$ cat config.mk
export PLATFORM = sky130hd
export DESIGN_NAME = dm_byte_sequencer_flat
export DESIGN_NICKNAME = d
export VERILOG_FILES = /design/src/rtl/dm_pkg.sv /design/src/rtl/dm_byte_sequencer_if.sv /design/src/rtl/dm_load_extend.sv /design/src/rtl/dm_byte_sequencer.sv /design/src/flat_wrapper.sv
export SDC_FILE = /design/constraint.sdc
export NUM_CORES = 1
export LEC_CHECK = 0
export CAP_MARGIN = 20
export CORE_UTILIZATION = 40
export CTS_CLUSTER_DIAMETER = 150
export DETAILED_ROUTE_END_ITERATION = 7
export PLACE_DENSITY_LB_ADDON = 0.08
export REMOVE_ABC_BUFFERS = 1
export SYNTH_ARGS = -nofsm -noshare
export SYNTH_HDL_FRONTEND = slang
export SYNTH_SLANG_ARGS = --single-unit
$ cat constraint.sdc
create_clock -name clk -period 6 [get_ports clk]
set_input_delay 1.8 -clock clk [delete_from_list [all_inputs] [get_ports clk]]
set_output_delay 1.8 -clock clk [all_outputs]
set_load 0.02 [all_outputs]
$ cat src/rtl/dm_pkg.sv
// Shared command codes, FSM states and command decode helpers for the byte-serial data-memory sequencer.
// Pure declarations: no latency, no flow control.
package dm_pkg;

  localparam logic [2:0] DM_B  = 3'b000;
  localparam logic [2:0] DM_H  = 3'b001;
  localparam logic [2:0] DM_W  = 3'b010;
  localparam logic [2:0] DM_BU = 3'b100;
  localparam logic [2:0] DM_HU = 3'b101;

  typedef enum logic [1:0] {
    IDLE = 2'd0,
    XFER = 2'd1,
    TAIL = 2'd2,
    DONE = 2'd3
  } dm_state_e;

  function automatic logic [2:0] dm_nbytes(input logic [2:0] ctrl);
    logic [2:0] n;
    n = 3'd1;
    case (ctrl)
      DM_B, DM_BU: n = 3'd1;
      DM_H, DM_HU: n = 3'd2;
      DM_W:        n = 3'd4;
      default:     n = 3'd1;
    endcase
    return n;
  endfunction

  // Unsigned widths only make sense for loads; stores of bu/hu are rejected.
  function automatic logic dm_legal(input logic wr, input logic [2:0] ctrl);
    logic ok;
    ok = 1'b0;
    case (ctrl)
      DM_B, DM_H, DM_W: ok = 1'b1;
      DM_BU, DM_HU:     ok = ~wr;
      default:          ok = 1'b0;
    endcase
    return ok;
  endfunction

endpackage

$ cat src/rtl/dm_byte_sequencer_if.sv
// Command-side and byte-memory-side signals of the sequencer bundled into one interface.
// slave = the sequencer; master = the core plus the memory it drives.
interface dm_byte_sequencer_if #(
  parameter int ADDR_W = 32
);
  logic              DMStart;
  logic              DMWr;
  logic [2:0]        DMCtrl;
  logic [ADDR_W-1:0] DMAddress;
  logic [31:0]       DMDataWr;
  logic [31:0]       DMDataRd;
  logic              DMBusy;
  logic              DMDone;
  logic              DMErr;
  logic [ADDR_W-1:0] MemAddr;
  logic              MemRdEn;
  logic              MemWrEn;
  logic [7:0]        MemWrData;
  logic [7:0]        MemRdData;

  modport slave (
    input  DMStart, DMWr, DMCtrl, DMAddress, DMDataWr, MemRdData,
    output DMDataRd, DMBusy, DMDone, DMErr, MemAddr, MemRdEn, MemWrEn, MemWrData
  );

  modport master (
    output DMStart, DMWr, DMCtrl, DMAddress, DMDataWr, MemRdData,
    input  DMDataRd, DMBusy, DMDone, DMErr, MemAddr, MemRdEn, MemWrEn, MemWrData
  );
endinterface

$ cat src/rtl/dm_load_extend.sv
// Sign/zero extension of an assembled little-endian load word according to the access width.
// Purely combinational, no flow control.
module dm_load_extend
  import dm_pkg::*;
(
  input  logic [31:0] word,
  input  logic [2:0]  ctrl,
  output logic [31:0] result
);

  always_comb begin
    result = word;
    case (ctrl)
      DM_B:    result = {{24{word[7]}}, word[7:0]};
      DM_H:    result = {{16{word[15]}}, word[15:0]};
      DM_BU:   result = {24'd0, word[7:0]};
      DM_HU:   result = {16'd0, word[15:0]};
      default: result = word;
    endcase
  end

endmodule

$ cat src/rtl/dm_byte_sequencer.sv
// Runs one lb/lh/lw/lbu/lhu/sb/sh/sw as 1-4 single-byte accesses on a byte-wide synchronous memory.
// Done after N+1 cycles (store), N+2 (load) or 1 (illegal); DMBusy stalls the core, DMStart is dropped while busy.
module dm_byte_sequencer
  import dm_pkg::*;
#(
  parameter int ADDR_W = 32
) (
  input  logic               clk,
  input  logic               rst,
  dm_byte_sequencer_if.slave bus
);

  dm_state_e         state_q, state_d;
  logic [1:0]        k_q, k_d;
  logic              accept;
  logic              last_byte;
  logic [1:0]        last_idx;

  logic              wr_q;
  logic [2:0]        ctrl_q;
  logic [ADDR_W-1:0] addr_q;
  logic [31:0]       wdata_q;
  logic              err_q;

  logic [31:0]       asm_q;
  logic [31:0]       asm_merged;
  logic              rd_pend_q;
  logic [1:0]        rd_lane_q;
  logic [31:0]       rdata_q;
  logic [31:0]       ext_word;

  logic              rd_en;
  logic              wr_en;

  assign last_idx  = 2'(dm_nbytes(ctrl_q) - 3'd1);
  assign last_byte = (k_q == last_idx);

  always_ff @(posedge clk) begin
    if (rst) begin
      state_q <= IDLE;
      k_q     <= 2'd0;
    end else begin
      state_q <= state_d;
      k_q     <= k_d;
    end
  end

  always_comb begin
    state_d = state_q;
    k_d     = k_q;
    accept  = 1'b0;
    rd_en   = 1'b0;
    wr_en   = 1'b0;
    case (state_q)
      IDLE: begin
        if (bus.DMStart) begin
          accept  = 1'b1;
          k_d     = 2'd0;
          state_d = dm_legal(bus.DMWr, bus.DMCtrl) ? XFER : DONE;
        end
      end
      XFER: begin
        rd_en = ~wr_q;
        wr_en = wr_q;
        if (last_byte) begin
          state_d = wr_q ? DONE : TAIL;
        end else begin
          k_d = k_q + 2'd1;
        end
      end
      TAIL:    state_d = DONE;
      DONE:    state_d = IDLE;
      default: state_d = IDLE;
    endcase
  end

  // Command fields are frozen at acceptance so the core may change its outputs while we run.
  always_ff @(posedge clk) begin
    if (rst) begin
      wr_q    <= 1'b0;
      ctrl_q  <= 3'd0;
      addr_q  <= '0;
      wdata_q <= 32'd0;
      err_q   <= 1'b0;
    end else if (accept) begin
      wr_q    <= bus.DMWr;
      ctrl_q  <= bus.DMCtrl;
      addr_q  <= bus.DMAddress;
      wdata_q <= bus.DMDataWr;
      err_q   <= ~dm_legal(bus.DMWr, bus.DMCtrl);
    end
  end

  // Read data lags its strobe by a cycle; remember which lane it belongs to.
  always_comb begin
    asm_merged = asm_q;
    if (rd_pend_q) begin
      asm_merged[{rd_lane_q, 3'b000} +: 8] = bus.MemRdData;
    end
  end

  always_ff @(posedge clk) begin
    if (rst) begin
      asm_q     <= 32'd0;
      rd_pend_q <= 1'b0;
      rd_lane_q <= 2'd0;
      rdata_q   <= 32'd0;
    end else begin
      rd_pend_q <= rd_en;
      rd_lane_q <= k_q;
      if (accept) begin
        asm_q <= 32'd0;
      end else begin
        asm_q <= asm_merged;
      end
      if (state_q == TAIL) begin
        rdata_q <= ext_word;
      end
    end
  end

  dm_load_extend u_extend (
    .word   (asm_merged),
    .ctrl   (ctrl_q),
    .result (ext_word)
  );

  assign bus.MemAddr   = addr_q + ADDR_W'(k_q);
  assign bus.MemWrData = wdata_q[{k_q, 3'b000} +: 8];
  assign bus.MemRdEn   = rd_en;
  assign bus.MemWrEn   = wr_en;
  assign bus.DMBusy    = (state_q == XFER) || (state_q == TAIL);
  assign bus.DMDone    = (state_q == DONE);
  assign bus.DMErr     = (state_q == DONE) && err_q;
  assign bus.DMDataRd  = rdata_q;

endmodule
$ cat src/flat_wrapper.sv
// flat-port wrapper written by rule: the top's interface ports become plain ports
module dm_byte_sequencer_flat import dm_pkg::*;
#(
  parameter int ADDR_W = 32
)
  (clk, rst, bus_DMStart, bus_DMWr, bus_DMCtrl, bus_DMAddress, bus_DMDataWr, bus_MemRdData, bus_DMDataRd, bus_DMBusy, bus_DMDone, bus_DMErr, bus_MemAddr, bus_MemRdEn, bus_MemWrEn, bus_MemWrData);
  dm_byte_sequencer_if #(.ADDR_W(ADDR_W)) bus_i ();
  input  logic clk;
  input  logic rst;
  input wire logic [$bits(bus_i.DMStart)-1:0] bus_DMStart;
  input wire logic [$bits(bus_i.DMWr)-1:0] bus_DMWr;
  input wire logic [$bits(bus_i.DMCtrl)-1:0] bus_DMCtrl;
  input wire logic [$bits(bus_i.DMAddress)-1:0] bus_DMAddress;
  input wire logic [$bits(bus_i.DMDataWr)-1:0] bus_DMDataWr;
  input wire logic [$bits(bus_i.MemRdData)-1:0] bus_MemRdData;
  output wire logic [$bits(bus_i.DMDataRd)-1:0] bus_DMDataRd;
  output wire logic [$bits(bus_i.DMBusy)-1:0] bus_DMBusy;
  output wire logic [$bits(bus_i.DMDone)-1:0] bus_DMDone;
  output wire logic [$bits(bus_i.DMErr)-1:0] bus_DMErr;
  output wire logic [$bits(bus_i.MemAddr)-1:0] bus_MemAddr;
  output wire logic [$bits(bus_i.MemRdEn)-1:0] bus_MemRdEn;
  output wire logic [$bits(bus_i.MemWrEn)-1:0] bus_MemWrEn;
  output wire logic [$bits(bus_i.MemWrData)-1:0] bus_MemWrData;
  assign bus_i.DMStart = bus_DMStart;
  assign bus_i.DMWr = bus_DMWr;
  assign bus_i.DMCtrl = bus_DMCtrl;
  assign bus_i.DMAddress = bus_DMAddress;
  assign bus_i.DMDataWr = bus_DMDataWr;
  assign bus_i.MemRdData = bus_MemRdData;
  assign bus_DMDataRd = bus_i.DMDataRd;
  assign bus_DMBusy = bus_i.DMBusy;
  assign bus_DMDone = bus_i.DMDone;
  assign bus_DMErr = bus_i.DMErr;
  assign bus_MemAddr = bus_i.MemAddr;
  assign bus_MemRdEn = bus_i.MemRdEn;
  assign bus_MemWrEn = bus_i.MemWrEn;
  assign bus_MemWrData = bus_i.MemWrData;
  dm_byte_sequencer #(.ADDR_W(ADDR_W)) u_core (.clk(clk), .rst(rst), .bus(bus_i));
endmodule
* Word level (Yosys, flattened, before mapping)
Cells that the tools add are included.
** Storage, ports and cells
- Input bits :: 79
- Output and inout bits :: 77
- Word-level logic and storage cells :: 69
- Bits in registers :: 140
** Cells by class
- Equal/unequal tests :: 15
- Mux-type cells :: 21
- Shift-type cells :: 3
- Bitwise logic cells :: 3
- Add/subtract/negate cells :: 4
- Reduce and logical (&&, ||, !) cells :: 12
** Operator list (count)
- 32-bit case mux with 4 select lines :: 1
- 32-bit by 2-bit adder with 32-bit output :: 1
- 32-bit bitwise mux :: 1
- 32-bit two-way mux :: 1
- 8-bit by 7-bit variable shift with 32-bit output (first input constant) :: 1
- 32-bit by 6-bit indexed part select with 8-bit output :: 1
- 8-bit by 7-bit indexed part select with 32-bit output :: 1
- 3-bit equality test (second input constant) :: 4
- 2-bit two-way mux :: 5
- 1-bit two-way mux :: 9
- 2-bit case mux with 2 select lines :: 2
- 2-bit case mux with 4 select lines :: 1
- 5-bit negation with 7-bit output :: 1
- 3-bit by 1-bit equality test with 1-bit output (second input constant) :: 2
- 3-bit by 2-bit equality test with 1-bit output (second input constant) :: 2
- 3-bit zero test :: 2
- 2-bit OR reduction :: 3
- 2-bit equality test (second input constant) :: 2
- 2-bit inequality test (second input constant) :: 2
- 1-bit inverter :: 3
- 3-bit AND reduction :: 1
- 3-bit OR reduction :: 1
- 2-bit by 1-bit adder with 2-bit output (second input constant) :: 1
- 2-bit by 1-bit equality test with 1-bit output (second input constant) :: 1
- other kinds (9) :: 9

* Depth between registers and ports, before layout
Gate-level depths: netlist (run 1).
- Word-level depth :: 8
- Mapped depth :: 10
- Gate-level depth less buffers :: 6

* Modules after synthesis
Synthesis (run 1) repeated with hierarchy kept, for this count alone.
** Second synthesis, totals
- Cells, all modules :: 601
- Area total of the unflattened synthesis :: 6108.4 um2
** Modules (own cells, without submodules)
- dm_byte_sequencer :: cells an instance 534, instances 1, seq. area each 2802.7 um2, area each 5753.0 um2
- dm_load_extend :: cells an instance 67, instances 1, seq. area each 0.0 um2, area each 355.3 um2

* Worst setup path before layout (run 1)
No wires, ideal clock.
- Path kind :: reg-to-output
- Start :: register u_core.addr_q[0]
- End :: output bus_MemAddr[30]
- Data arrival time :: 1828 ps
- Cell stages (with the launch flop) :: 7
- Path slack :: 2372 ps
- Cells stage by stage :: dfxtp_1 -> ha_1 -> fa_1 -> and4_1 -> nand3_2 -> nor4_1 -> xor2_1
** Between the ends
- Word-level cells in the longest chain between the ends :: 1
** RTL lines
- start: declaration :: RTL line dm_byte_sequencer.sv:21 : logic [ADDR_W-1:0] addr_q;
- start signal: assignment :: RTL line dm_byte_sequencer.sv:88 : addr_q <= bus.DMAddress;
- 32-bit by 2-bit adder with 32-bit output :: RTL line dm_byte_sequencer.sv:128 : assign bus.MemAddr = addr_q + ADDR_W'(k_q);
- end: declaration :: RTL line flat_wrapper.sv:20 : output wire logic [$bits(bus_i.MemAddr)-1:0] bus_MemAddr;
Every way passes these cells.

* Final worst setup path (run 1)
- Start :: register u_core.k_q[1]
- End :: output bus_MemAddr[31]
** Between the ends
- Word-level cells in the longest chain between the ends :: 1
** RTL lines
- start: declaration :: RTL line dm_byte_sequencer.sv:14 : logic [1:0] k_q, k_d;
- start signal: assignment :: RTL line dm_byte_sequencer.sv:44 : k_q <= k_d;
- 32-bit by 2-bit adder with 32-bit output :: RTL line dm_byte_sequencer.sv:128
Every way passes these cells.

==> results of run 1 <==
[area by class of cell]
cell class	count	area, um2
multi-input combinational	397	2950
sequential	140	2800
timing repair buffer	160	1580
inverter	11	41.3
fill	1277	6380
clock buffer	23	448
tap	184	230
clock inverter	8	95.1
[worst register-to-register path: stages, from the launching register on]
cell and delay [ns]:
dfxtp_1 0.59, inv_1 0.13, ha_1 0.46, and4bb_1 0.53, a22oi_2 0.16, o221a_4 0.42
a211oi_1 0.24
[routing by layer]
metal / up-vias / wire, um / GRT usage / share of wire
li1: 2454 / - / - / -
met1: 2291 / 6850 / 0.255 / 0.46
met2: 137 / 6890 / 0.319 / 0.46
met3: 22 / 883 / 0.0549 / 0.059
met4: 0 / 307 / 0.0885 / 0.021
met5: - / 0 / 0 / 0
[kinds of logic after synthesis]
family	Yosys count	synth area share
AO/OA/AOI/OAI	167	0.230
XOR/XNOR	30	0.0441
adder cells (fa/ha/maj)	11	0.0244
multiplexers	8	0.0302
buffers and inverters	53	0.0382
flip-flops	140	0.470
AND/OR/NAND/NOR	181	0.163
[power by group]
| part | internal, mW | leakage, nW | switching, mW | total (mW) |
|---|---|---|---|---|
| clock network | 0.605 | 0.261 | 0.368 | 0.974 |
| registers | 1.10 | 1.14 | 0.125 | 1.23 |
| logic | 0.493 | 1.55 | 0.557 | 1.05 |
| total | 2.20 | 2.95 | 1.05 | 3.25 |
[state kept, by name (all words and copies together), names as in the netlist, 2 cells and up]
signal / flops
u_core.addr_q: 32
u_core.asm_q: 32
u_core.bus.DMDataRd: 32
u_core.wdata_q: 32
u_core.ctrl_q: 3
u_core.k_q: 2
u_core.rd_lane_q: 2
u_core.state_q: 2
[worst paths after layout]
check | depth (start not counted) | to | slack, ns
min reg2reg | 1 | u_core.wdata_q[31] | 0.48
max | 6 | bus_MemAddr[31] | 0.84
min | 1 | u_core.wdata_q[31] | 0.48
max reg2reg | 6 | u_core.bus.DMDataRd[18] | 3.40
[through the flow]
stage,instance area (um2),util
finish,8150,0.561
global route,8150,0.561
CTS,8150,0.561
detailed placement,7610,0.524
global placement,7610,0.524
floorplan,5770,-
[placed cells by master, fill, tap and decap left out, drive strengths merged, types with 3 or more instances in the layout]
master / count
nor3: 11
nor2: 58
a32oi: 8
inv: 11
clkinv: 4
xnor2: 13
clkbuf: 23
xor2: 17
a22o: 64
nor2b: 4
nor4: 6
nand2: 23
mux4: 8
a22oi: 8
and4: 6
clkdlybuf4s50: 154
o21ai: 24
o21a: 17
or2: 9
buf: 6
nor3b: 17
nand2b: 3
nand4: 6
nand3: 11
dfxtp: 140
and2: 18
ha: 10
a211oi: 32
==> run summary, run 1 <==
status -> finished, final reports clean
synth-to-layout area growth -> 36.8%
Die H -> 124 um
Post-Place Cells -> 892
largest cells by area after synthesis -> dfxtp_1 47%, a22o_1 9.4%, nor2_1 3.7%
YS warnings -> 0
final WL -> 14,900 um
synth unique cells -> 55
CTS Hold Bufs -> 0
pin count of the biggest net entering global routing -> 55
DR pass1 iterations -> 4
vias in the first global route -> 4,747
global-route usage over all layers -> 0.201
peak supply drop -> 0.200 mV
hold_ws -> 0.477 ns
PostCTS Resize Cnt -> 0
GPL Wtd Cong -> 0.861
Tightest Pin Transition -> 0.975 ns
setup ws final -> 0.838 ns
vias -> 4,904
r2r startpoint -> u_core.rd_lane_q[0]
via/cell ratio -> 5.31
grt ovf -> 0
n_diodes -> 0
WP buf/inv -> 1
RSZ-0062 raised after global routing -> false
ys async rst share -> 0
Routed Antenna Nets -> 0
worst setup path class -> reg2out
Lkg Pwr -> 2.95 nW
crit-path leading delay family -> simple AND/OR/NAND/NOR gates
Cell Area, Synth -> 5960 um2
sequential element share of the synthesized area -> 0.470
Setup TNS -> 0 ns
DP Worst Slack -> 1.20 ns
pwr/cell area -> 399 nW/um2
initial antenna violation count -> 0
DP HPWL -> 10,700 um
Syn Inst Count -> 590
Die Wd -> 124 um
DRT iter0 DRCs -> 245
slowest CP cell -> dfxtp_1
min-delay worst type -> reg2reg
Setup crit start kind -> flip-flop
DRC errors left -> 0
IO Pins -> 156
CTS tree -> yes
Sinks on Clock Net -> 140
die area -> 15,400 um2
non-filler cells, final -> 923
Required @ worst endpoint -> 4.20 ns
layout cells sized above 1 -> 0.0798
most common cell in the netlist -> dfxtp_1
Clock Tree Buf Depth -> 2
first-pass GRT wire length -> 23,500 um
final period utilization -> 0.860
Yosys top cell by area -> dfxtp_1
Synth Register Bits -> 140
critical path endpoint category -> output pin
Clock Latency Late Sink -> 0.41 ns
hold path startpoint -> u_core.wdata_q[31]
Core Region -> 14,500 um2
Rows -> 44
clock skew -> 0.00484 ns
Power, Total -> 3.25 mW
top cells by count, synth -> 140 x dfxtp_1, 64 x a22o_1, 58 x nor2_1
post-CTS setup buffer count -> 0
Synth top area share -> 0.470
Post-Syn Area per Cell -> 10.1 um2
number of synthesized flops with an enable pin -> 0
layout net count -> 817
setup violators final -> 0
Worst EP arrival -> 3.36 ns
Critical Path Start -> u_core.k_q[1]
Slew Limit Headroom -> 0.348
drt wl/cell -> 16.2 um
max-slew violations -> 0
clock-pin slew on the worst setup and hold paths -> 0.05 ns
input/output buffers -> 155
final worst path period need -> 5.16 ns
Final Hold Viols -> 0
Max-cap violations -> 0
Starting Density -> 0.410
critical path cell sequence -> ha_1, a21o_1, nand4_1, nor4_1, xor2_1, clkdlybuf4s50_1
# H-tree levels -> 4
root buf cell -> clkbuf_16
CP peak stage delay -> 0.75 ns
f_max -> 194 MHz
total CTS buffers -> 17
top_reg_cell synth -> dfxtp_1
CP max FO -> 15
Note: power is estimated with default switching activity, not from simulation.
==> inputs of run 2 (changes only) <==
- CORE_UTILIZATION: 40 -> 53
- MAX_ROUTING_LAYER: unset -> met4
- SLEW_MARGIN: unset -> 20
==> run 2 against run 1 <==
Compared with the run above:
- register-to-register slack worse by 0.07 ns
- worst hold slack worse by 0.0039 ns
- total power is 2.9% higher
- maximum frequency is 2.3% lower
- wire length is 2.3% higher
==> run summary, run 2 (synthesis results as in run 1) <==
GR Layer Usage met3 -> 0.0898 (+0.0349)
f_max -> 189 MHz (-2.3%)
pwr/cell area -> 407 nW/um2 (+2.0%)
Worst EP arrival -> 3.49 ns (+0.13 ns)
n_diodes -> 0 (unchanged)
critical path cell sequence -> ha_1, a21o_1, nand4_1, nor4_1, xor2_1, clkdlybuf4s50_1
M2 GR Usage -> 0.453 (+0.134)
Setup crit start kind -> flip-flop
final period utilization -> 0.881 (+0.0206)
hold path depth -> 1 (unchanged)
WP buf/inv -> 1 (unchanged)
critical path endpoint category -> output pin
max-slew violations -> 0 (unchanged)
Power, Total -> 3.35 mW (+2.9%)
final worst path period need -> 5.29 ns (+0.124 ns)
CP max FO -> 15 (unchanged)
crit-path leading delay family -> simple AND/OR/NAND/NOR gates
global-route usage over all layers -> 0.282 (+0.0802)
status -> finished, final reports clean
Rows -> 38 (-14%)
layout cells sized above 1 -> 0.0914 (+0.0116)
root buf cell -> clkbuf_8
Tightest Pin Transition -> 0.942 ns (-0.0331 ns)
DRC errors left -> 0 (unchanged)
Die Wd -> 108 um (-13%)
most frequent cells in the layout -> 154 x clkdlybuf4s50_1, 140 x dfxtp_1, 64 x a22o_1, 57 x nor2_1, 23 x nand2_1
worst setup path class -> reg2out
reg2reg path depth -> 6 (unchanged)
vias -> 5,126 (+4.5%)
Post-Place Cells -> 852 (-4.5%)
Clock Tree Buf Depth -> 2 (unchanged)
Sinks on Clock Net -> 140 (unchanged)
first-pass GRT wire length -> 24,600 um (+4.4%)
CP peak stage delay -> 0.75 ns (about the same)
grt ovf -> 0 (unchanged)
Slew Limit Headroom -> 0.372 (+0.0236)
non-filler cells, final -> 884 (-4.2%)
PostCTS Resize Cnt -> 0 (unchanged)
DR pass1 iterations -> 4 (unchanged)
GPL Wtd Cong -> 0.852 (-1.0%)
input/output buffers -> 155 (unchanged)
post-CTS setup buffer count -> 0 (unchanged)
Levels on crit path -> 6 (unchanged)
clock skew -> 0.00656 ns (+0.00172 ns)
IO Pins -> 156 (unchanged)
die area -> 11,700 um2 (-24%)
Lkg Pwr -> 3.02 nW (+2.2%)
Max-cap violations -> 0 (unchanged)
Core Region -> 10,900 um2 (-25%)
CTS tree -> yes
total CTS buffers -> 17 (unchanged)
min-delay worst type -> reg2reg
Clock Latency Late Sink -> 0.52 ns (+0.11 ns)
initial antenna violation count -> 0 (unchanged)
peak supply drop -> 0.321 mV (+61%)
layout net count -> 821 (+0.49%)
clock-pin slew on the worst setup and hold paths -> 0.06 ns (about the same)
final WL -> 15,300 um (+2.3%)
setup violators final -> 0 (unchanged)
Starting Density -> 0.547 (+0.137)
DRT iter0 DRCs -> 244 (-0.41%)
via/cell ratio -> 5.80 (+9.1%)
DP HPWL -> 10,700 um (+0.48%)
pin count of the biggest net entering global routing -> 43 (-22%)
Setup TNS -> 0 ns (unchanged)
Routed Antenna Nets -> 0 (unchanged)
vias in the first global route -> 5,151 (+8.5%)
commonest non-fill, non-tap cell in the layout -> clkdlybuf4s50_1
grt met1 use -> 0.326 (+0.0712)
GRT busiest layer -> met2
RSZ-0062 raised after global routing -> false
synth-to-layout area growth -> 37.9%
Final Hold Viols -> 0 (unchanged)
drt wl/cell -> 17.3 um (+6.8%)
Die H -> 108 um (-13%)
fill count -> 766 (-40%)
slowest CP cell -> dfxtp_1
Required @ worst endpoint -> 4.20 ns (about the same)
CTS Hold Bufs -> 0 (unchanged)
# H-tree levels -> 4 (unchanged)
## run 2: cell count changes in the layout (fill, tap and decap cells not counted)
cell and delta:
clkinv_4 +1, clkbuf_8 +5, buf_4 +1, ha_2 -1
buf_16 +2, inv_6 +1, buf_12 +1, clkbuf_1 -5
ha_1 +1, clkbuf_16 -1
## run 2: layout make-up
| cell class | instances | area (um2) | area share |
|---|---|---|---|
| clock inverter | 10 | 113 | 0.0137 |
| tap | 140 | 175 | 0.0213 |
| timing repair buffer | 164 | 1670 | 0.203 |
| clock buffer | 22 | 473 | 0.0575 |
| sequential | 140 | 2800 | 0.341 |
| multi-input combinational | 397 | 2950 | 0.359 |
| inverter | 11 | 41.3 | 0.00502 |
## run 2: metal layers
| layer | share of wire | up-vias | routed length (um) |
|---|---|---|---|
| met5 | 0 | - | 0 |
| met4 | 0.020 | 0 | 308 |
| met3 | 0.068 | 31 | 1040 |
| met2 | 0.49 | 180 | 7440 |
| met1 | 0.42 | 2453 | 6480 |
| li1 | - | 2462 | - |
## run 2: worst paths after layout
kind / slack [ns] / startpoint / end
worst max-delay path: 0.71 / u_core.k_q[1] / bus_MemAddr[31]
worst min-delay path: 0.47 / u_core.err_q / u_core.err_q
worst max register to register: 3.33 / u_core.rd_lane_q[0] / u_core.bus.DMDataRd[20]
worst min register to register: 0.47 / u_core.err_q / u_core.err_q
## run 2: power breakdown
part | total, mW | internal (mW) | switching, mW
sequential | 1.23 | 1.10 | 0.132
combinational | 1.09 | 0.513 | 0.575
clock | 1.02 | 0.635 | 0.389
## run 2: per-stage QoR
stage / hold WS (ns) / util / area, um2 / setup slack, ns
final: 0.473 / 0.755 / 8220 / 0.715
after global routing: 0.498 / 0.755 / 8220 / 0.559
after CTS: 0.476 / 0.755 / 8220 / 0.679
after detailed placement: 0.459 / 0.701 / 7630 / 1.24
after global placement: 0.456 / 0.694 / 7560 / 1.32
after floorplan: 0.441 / - / 5770 / 0.816
